### config.mk
export PLATFORM = sky130hd
export DESIGN_NAME = bl_zone_scan_ctrl
export DESIGN_NICKNAME = d
export VERILOG_FILES = /design/src/rtl/bl_zone_scan_ctrl_pkg.sv /design/src/rtl/bl_zone_scan_ctrl_counter.sv /design/src/rtl/bl_zone_scan_ctrl.sv
export SDC_FILE = /design/constraint.sdc
export NUM_CORES = 1
export LEC_CHECK = 0
export ABC_AREA = 1
export BUFFER_PORTS_ARGS = -buffer_cell sky130_fd_sc_hd__buf_4
export CAP_MARGIN = 20
export CORE_ASPECT_RATIO = 1.75
export CORE_MARGIN = 4
export CORE_UTILIZATION = 57
export DETAILED_ROUTE_END_ITERATION = 8
export PLACE_DENSITY_LB_ADDON = 0.12
export REMOVE_ABC_BUFFERS = 1
export SYNTH_ARGS = -nofsm -noshare
export SYNTH_HDL_FRONTEND = slang
export SYNTH_SLANG_ARGS = --single-unit
### constraint.sdc
create_clock -name iODCK -period 3.6 [get_ports iODCK]
set_input_delay 0.72 -clock iODCK [delete_from_list [all_inputs] [get_ports iODCK]]
set_output_delay 0.72 -clock iODCK [all_outputs]
set_load 0.01 [all_outputs]
### src/rtl/bl_zone_scan_ctrl_pkg.sv
// bl_pkg: shared FSM state encoding, zone geometry defaults and counter width helper
//   stateT      : sequencer states (also driven on oState of bl_zone_scan_ctrl)
//   *_DEF       : default zone geometry and PWM duty modulus
//   cntWidth(n) : bits needed for a 0..n-1 counter (at least 1)
package bl_pkg;
  typedef enum logic [2:0] {
    IDLE    = 3'd0,
    WAIT_DE = 3'd1,
    ACTIVE  = 3'd2,
    CALC    = 3'd3,
    LOAD    = 3'd4
  } stateT;
  localparam int ZONE_W_DEF      = 240;
  localparam int ZONE_H_DEF      = 180;
  localparam int ZONE_COLS_DEF   = 8;
  localparam int ZONE_ROWS_DEF   = 6;
  localparam int DUTY_PERIOD_DEF = 80;
  function automatic int cntWidth(input int n);
    return (n > 1) ? $clog2(n) : 1;
  endfunction
endpackage

### src/rtl/bl_zone_scan_ctrl_counter.sv
// bl_mod_counter: mod-N counter with synchronous clear, increment enable and carry
//   iODCK    : clock, rising edge
//   iSYS_rst : async active-low reset
//   iClr     : synchronous clear (priority over iInc)
//   iInc     : advance by one, wrapping N-1 -> 0
//   oCount   : current count 0..N-1
//   oLast    : oCount == N-1
//   oCarry   : iInc while oLast (the count wraps on this edge)
module bl_mod_counter
  import bl_pkg::*;
#(
  parameter int N = 8,
  parameter int W = cntWidth(N)
) (
  input  logic         iODCK,
  input  logic         iSYS_rst,
  input  logic         iClr,
  input  logic         iInc,
  output logic [W-1:0] oCount,
  output logic         oLast,
  output logic         oCarry
);
  assign oLast  = oCount == W'(N - 1);
  assign oCarry = iInc & oLast;
  always_ff @(posedge iODCK or negedge iSYS_rst)
    if (!iSYS_rst) oCount <= '0;
    else if (iClr) oCount <= '0;
    else if (iInc) oCount <= oLast ? '0 : oCount + 1'b1;
endmodule

### src/rtl/bl_zone_scan_ctrl.sv
// bl_zone_scan_ctrl: backlight zone scan sequencer, calculator handshake and PWM duty phase
//   iODCK / iSYS_rst      : pixel clock, async active-low reset
//   iEn                   : block enable; low forces IDLE and clears all counters
//   iDE                   : data enable from the timing controller
//   iCalc_ack             : calculator done (level), only looked at in CALC
//   oH_Count / oV_Count   : pixel and line index of the last sampled DE
//   oZone_Col / oZone_Row : zone position
//   oZone_Valid           : registered iDE while a frame is being scanned
//   oZone_End / oLine_End / oFrame_End : single-cycle position pulses
//   oCalc_req / oPWM_load : calculator request (held) and duty load strobe
//   oH_Block_Duty_Count   : free-running 0..DUTY_PERIOD-1 duty phase
//   oErr_Overrun          : sticky, frame started while the calculator was busy
//   oState                : sequencer state
// Active area is ZONE_W*ZONE_COLS by ZONE_H*ZONE_ROWS.
module bl_zone_scan_ctrl
  import bl_pkg::*;
#(
  parameter int ZONE_W      = ZONE_W_DEF,
  parameter int ZONE_H      = ZONE_H_DEF,
  parameter int ZONE_COLS   = ZONE_COLS_DEF,
  parameter int ZONE_ROWS   = ZONE_ROWS_DEF,
  parameter int DUTY_PERIOD = DUTY_PERIOD_DEF
) (
  input  logic        iODCK,
  input  logic        iSYS_rst,
  input  logic        iEn,
  input  logic        iDE,
  input  logic        iCalc_ack,
  output logic [11:0] oH_Count,
  output logic [11:0] oV_Count,
  output logic [3:0]  oZone_Col,
  output logic [3:0]  oZone_Row,
  output logic        oZone_Valid,
  output logic        oZone_End,
  output logic        oLine_End,
  output logic        oFrame_End,
  output logic        oCalc_req,
  output logic        oPWM_load,
  output logic [6:0]  oH_Block_Duty_Count,
  output logic        oErr_Overrun,
  output stateT       oState
);
  localparam int HZW = cntWidth(ZONE_W);
  localparam int CW  = cntWidth(ZONE_COLS);
  localparam int VZW = cntWidth(ZONE_H);
  localparam int RW  = cntWidth(ZONE_ROWS);
  localparam int DW  = cntWidth(DUTY_PERIOD);
  stateT state, nextState;
  logic deQ, frameRun, satQ;
  logic frameStart, runNow, hFull, hStart, hStep, lineEv, frameEv, posClr;
  logic [HZW-1:0] hz;
  logic [CW-1:0]  col;
  logic [VZW-1:0] vz;
  logic [RW-1:0]  row;
  logic [DW-1:0]  duty;
  logic hzLast, hzCarry, colLast, colCarry, vzLast, vzCarry, rowLast, rowCarry;
  logic dutyLast, dutyCarry, unusedSigs;
  // A frame may also begin while the calculator is still busy (overrun) or during LOAD.
  assign frameStart = iEn & iDE & ~deQ & (state == WAIT_DE || state == CALC || state == LOAD);
  assign runNow     = iEn & (frameRun | frameStart);
  assign hFull      = colLast & hzLast;
  assign hStart     = runNow & iDE & ~deQ;
  // Pixels past the last column do not advance the position (saturation).
  assign hStep      = runNow & iDE & deQ & ~hFull;
  assign lineEv     = iEn & frameRun & deQ & ~iDE;
  // Row and in-zone line counters wrap to 0 on their own at the last line.
  assign frameEv    = rowCarry;
  assign posClr     = ~iEn | hStart | lineEv;
  bl_mod_counter #(.N(ZONE_W)) uHz (
    .iODCK(iODCK), .iSYS_rst(iSYS_rst), .iClr(posClr), .iInc(hStep),
    .oCount(hz), .oLast(hzLast), .oCarry(hzCarry)
  );
  bl_mod_counter #(.N(ZONE_COLS)) uCol (
    .iODCK(iODCK), .iSYS_rst(iSYS_rst), .iClr(posClr), .iInc(hzCarry),
    .oCount(col), .oLast(colLast), .oCarry(colCarry)
  );
  bl_mod_counter #(.N(ZONE_H)) uVz (
    .iODCK(iODCK), .iSYS_rst(iSYS_rst), .iClr(~iEn), .iInc(lineEv),
    .oCount(vz), .oLast(vzLast), .oCarry(vzCarry)
  );
  bl_mod_counter #(.N(ZONE_ROWS)) uRow (
    .iODCK(iODCK), .iSYS_rst(iSYS_rst), .iClr(~iEn), .iInc(vzCarry),
    .oCount(row), .oLast(rowLast), .oCarry(rowCarry)
  );
  // The edge that ends the load strobe restarts the duty phase; that beats the wrap.
  bl_mod_counter #(.N(DUTY_PERIOD)) uDuty (
    .iODCK(iODCK), .iSYS_rst(iSYS_rst), .iClr(~iEn | oPWM_load), .iInc(iEn),
    .oCount(duty), .oLast(dutyLast), .oCarry(dutyCarry)
  );
  assign unusedSigs = ^{colCarry, dutyLast, dutyCarry};
  assign oH_Count            = 12'(32'(col) * ZONE_W + 32'(hz));
  assign oV_Count            = 12'(32'(row) * ZONE_H + 32'(vz));
  assign oZone_Col           = 4'(col);
  assign oZone_Row           = 4'(row);
  assign oH_Block_Duty_Count = 7'(duty);
  assign oState              = state;
  always_ff @(posedge iODCK or negedge iSYS_rst)
    if (!iSYS_rst) begin
      state        <= IDLE;
      deQ          <= 1'b0;
      frameRun     <= 1'b0;
      satQ         <= 1'b0;
      oZone_Valid  <= 1'b0;
      oLine_End    <= 1'b0;
      oFrame_End   <= 1'b0;
      oErr_Overrun <= 1'b0;
    end else begin
      state        <= nextState;
      deQ          <= iDE;
      frameRun     <= iEn & ~frameEv & (frameRun | frameStart);
      satQ         <= runNow & iDE & deQ & hFull;
      oZone_Valid  <= runNow & iDE;
      oLine_End    <= lineEv;
      oFrame_End   <= frameEv;
      oErr_Overrun <= oErr_Overrun | (frameStart & (state == CALC));
    end
  always_comb begin
    nextState = state;
    case (state)
      IDLE:    nextState = WAIT_DE;
      WAIT_DE: if (frameStart) nextState = ACTIVE;
      ACTIVE:  if (oFrame_End) nextState = CALC;
      CALC:    if (iCalc_ack) nextState = LOAD;
      LOAD:    nextState = (frameRun | frameStart) ? ACTIVE : WAIT_DE;
      default: nextState = IDLE;
    endcase
    if (!iEn) nextState = IDLE;
    oCalc_req = state == CALC;
    oPWM_load = (state == LOAD) & iEn;
    // satQ suppresses repeats while a long line is held at the last pixel.
    oZone_End = oZone_Valid & hzLast & ~satQ;
  end
endmodule
==> impl_metrics.json <==
{
  "finalCritPeriodShare": 1.01,
  "synth_top_area_frac": 0.323,
  "timing.critical_path.to_type": "output port",
  "via_count": 2693,
  "crit_path_end": "oH_Count[8]",
  "clk_transition_reported_paths_ps": 80,
  "cp_slowest_cell": "sky130_fd_sc_hd__fa_1",
  "clock_sinks": 39,
  "wire_length_of_the_first_global_routing_pass_mm": 11.4,
  "crit_path_cell_trace": "fa_1, ha_2, fa_1, ha_4, nand2_2, nand2_2, a31oi_4, buf_6, xor2_2, buf_4",
  "async_reset_ff_frac": 1.00,
  "slew_headroom": 0.544,
  "ctsLongestPathBuffers": 2,
  "layout-drive-gt1-share": 0.233,
  "holdBufCountCts": 0,
  "crit_path_max_fanout": 4,
  "postRouteAntennaNets": 0,
  "power.density_cell_area_nw_per_um2": 254,
  "synth-seq-cells": 39,
  "track_usage": 0.214,
  "starting_density": 0.596,
  "ys_dominant_reg_cell": "sky130_fd_sc_hd__dfrtp_1",
  "critical_path.max_stage_delay_ps": 570,
  "grt_antenna_before_repair": 0,
  "iteration_count_of_the_initial_detailed_routing_pass": 5,
  "htree_num_levels": 2,
  "run_status": "finished, violations left",
  "worst_r2r_path_depth": 9,
  "antenna_cells": 0,
  "worstMarginPinSlew_ps": 678,
  "area_growth_syn_to_layout_pct": 21.1,
  "synthesis.area_um2": 3020,
  "core_area_um2": 5060,
  "synthDistinctLibCells": 36,
  "finalSetupTns_ps": -77.9,
  "ys_seq_area_frac": 0.323,
  "violations_in_the_final_reports": "negative setup slack",
  "setup.worst_path.class": "reg -> out",
  "synth_enable_flop_cells": 0,
  "worstSetupPathDepth": 10,
  "finalWorstSetupSlack_ps": -45.5,
  "synthCells": 390,
  "ir_drop_uv": 200,
  "final_core_utilization": 0.722,
  "clock_insertion_delay_worst_skew_ps": 290,
  "number_of_buffer_and_inverter_stages_on_the_critical_path": 2,
  "viasPerCell": 5.39,
  "finalSetupViolations": 2,
  "required_ps": 2880,
  "hold_violations": 0,
  "post-synth-top-count-cell": "sky130_fd_sc_hd__nand2_1",
  "worst_clock_skew_on_the_final_layout_ps": 8.80,
  "total_power_uw": 930,
  "rr_endpoint": "uHz.oCount[2]$_DFFE_PN0P_",
  "boundary_pins": 54,
  "drt_iter0_drc": 127,
  "die_area_um2": 6570,
  "cap_viol_max_count": 0,
  "port_buffer_count": 50,
  "detail_route.wl_per_cell_um": 13.9,
  "power.leakage_nw": 2.00,
  "drv_slew": 0,
  "synthTopCellsByCount": "sky130_fd_sc_hd__nand2_1, sky130_fd_sc_hd__nor2_1, sky130_fd_sc_hd__inv_1",
  "dieHeight_um": 104,
  "tritoncts": "built",
  "worst_ep_arrival_time_ps": 2930,
  "synthDominantAreaCellType": "sky130_fd_sc_hd__dfrtp_1",
  "route.final.wire_length_mm": 6.93,
  "yosys_warnings": 0,
  "root_buffer": "sky130_fd_sc_hd__clkbuf_8",
  "dp_hpwl_mm": 5.23,
  "max_freq_mhz": 274,
  "chipWidth_um": 63.0,
  "final_net_count": 486,
  "overflow": 0,
  "num_rows": 34,
  "grt_start_max_net_pins": 40,
  "number_of_design_rule_violations_left_after_detail_routing": 0,
  "start_kind": "flip-flop",
  "unrepaired_setup_endpoints_after_global_routing": "yes",
  "crit-reg2reg-launch": "uCol.oCount[0]$_DFFE_PN0P_",
  "pre_cts_slack_ps": 94.9,
  "period_minus_slack_ps": 3650,
  "post_synth.cell_area_avg_um2": 7.74,
  "cts_buffers": 5,
  "worst_hold_path_type": "in -> async",
  "crit_family": "adder cells",
  "synth_top_cells_by_area": "sky130_fd_sc_hd__dfrtp_1, sky130_fd_sc_hd__ha_1, sky130_fd_sc_hd__nand2_1",
  "gp_congestion": 0.895,
  "reg2reg_setup_slack_ps": 1810,
  "worstSetupStartpoint": "uCol.oCount[0]$_DFFE_PN0P_",
  "first_global_vias": 2629
}
-- metrics by stage --
stage                     instance area (µm²)  std cells  hold WS, ps
after floorplan                          2920        378          424
after global placement                   3400        487          465
after detailed placement                 3400        487          474
after CTS                                3530        497          408
after global routing                     3650        500          437
final                                    3650        500          394
-- power by group --
part | internal, mW | switching (mW) | leakage [nW] | total [mW]
Clock | 0.129 | 0.142 | 0.0371 | 0.271
Sequential | 0.460 | 0.0194 | 0.535 | 0.480
Combinational | 0.0694 | 0.110 | 1.43 | 0.180
-- area by class of cell --
type / instances / area [µm²]
well taps: 54 / 67.6
clock buffers: 6 / 72.6
repair buffers: 62 / 473
inverters: 53 / 199
fillers: 402 / 1410
multi-input cells: 286 / 1870
flip-flops and latches: 39 / 977
-- metal layers --
layer | wire (µm) | GRT usage
met5 | 0 | 0
met4 | 168 | 0.106
met3 | 181 | 0.0281
met2 | 4100 | 0.416
met1 | 2480 | 0.213
-- logic make-up (layout without fill, tap and decap cells) --
group                      count (synthesis)  in the layout  share of synthesized area
and+or+nand+nor                          197            197                      0.296
DFF                                       39             39                      0.323
other                                      1              3                    0.00124
buffers and inverters                     67            121                      0.102
xor gates and xnor gates                  22             22                     0.0638
AOI/OAI and AO/OA                         30             30                     0.0568
adders and majority gates                 34             34                      0.156
-- registers in the layout, summed over array words and instances (netlist names) --
name,cells
satQ,1
oFrame_End,1
oLine_End,1
oErr_Overrun,1
frameRun,1
deQ,1
uHz.oCount,8
oZone_Valid,1
oState,3
uCol.oCount,3
uDuty.oCount,7
uVz.oCount,8
uRow.oCount,3
-- cells in the final DEF (no fill, tap or decap), types with 2 or more instances in the layout --
cell type                   n
sky130_fd_sc_hd__xnor2_1    3
sky130_fd_sc_hd__nand2_1   78
sky130_fd_sc_hd__conb_1     3
sky130_fd_sc_hd__a21oi_1   10
sky130_fd_sc_hd__nand3_2    2
sky130_fd_sc_hd__dfrtp_1   38
sky130_fd_sc_hd__clkbuf_8   5
sky130_fd_sc_hd__nand4_1   18
sky130_fd_sc_hd__nor3_1     6
sky130_fd_sc_hd__nor3b_1    2
sky130_fd_sc_hd__a21oi_2    2
sky130_fd_sc_hd__xor2_1    18
sky130_fd_sc_hd__fa_1       5
sky130_fd_sc_hd__buf_6      2
sky130_fd_sc_hd__nor2_1    49
sky130_fd_sc_hd__nand2_2    9
sky130_fd_sc_hd__inv_1     48
sky130_fd_sc_hd__ha_4       4
sky130_fd_sc_hd__nand3_1   21
sky130_fd_sc_hd__nand3b_1   3
sky130_fd_sc_hd__nor2_2     5
sky130_fd_sc_hd__buf_4     60
sky130_fd_sc_hd__o21ai_0    5
sky130_fd_sc_hd__inv_2      5
sky130_fd_sc_hd__ha_1      23
sky130_fd_sc_hd__o21bai_1   2
sky130_fd_sc_hd__o21ai_1    2
-- worst min-delay path by stage --
stage                                start                        end  slack (ps)
floorplan                         iSYS_rst              deQ$_DFF_PN0_         420
global placement    oErr_Overrun$_DFF_PN0_     oErr_Overrun$_DFF_PN0_         460
detailed placement  oErr_Overrun$_DFF_PN0_     oErr_Overrun$_DFF_PN0_         470
CTS                               iSYS_rst  uVz.oCount[1]$_DFFE_PN0P_         410
global route                      iSYS_rst  uVz.oCount[0]$_DFFE_PN0P_         440
finish                            iSYS_rst  uVz.oCount[1]$_DFFE_PN0P_         390
-- timing repair --
item                                    in CTS  in global routing
gates cloned                                 0                  0
pin swaps                                    4                 19
endpoints found under the setup margin       7                  7
resized for setup                            7                 25
buffers inserted                             4                  3
No activity file was read; power rests on OpenSTA's default activity.
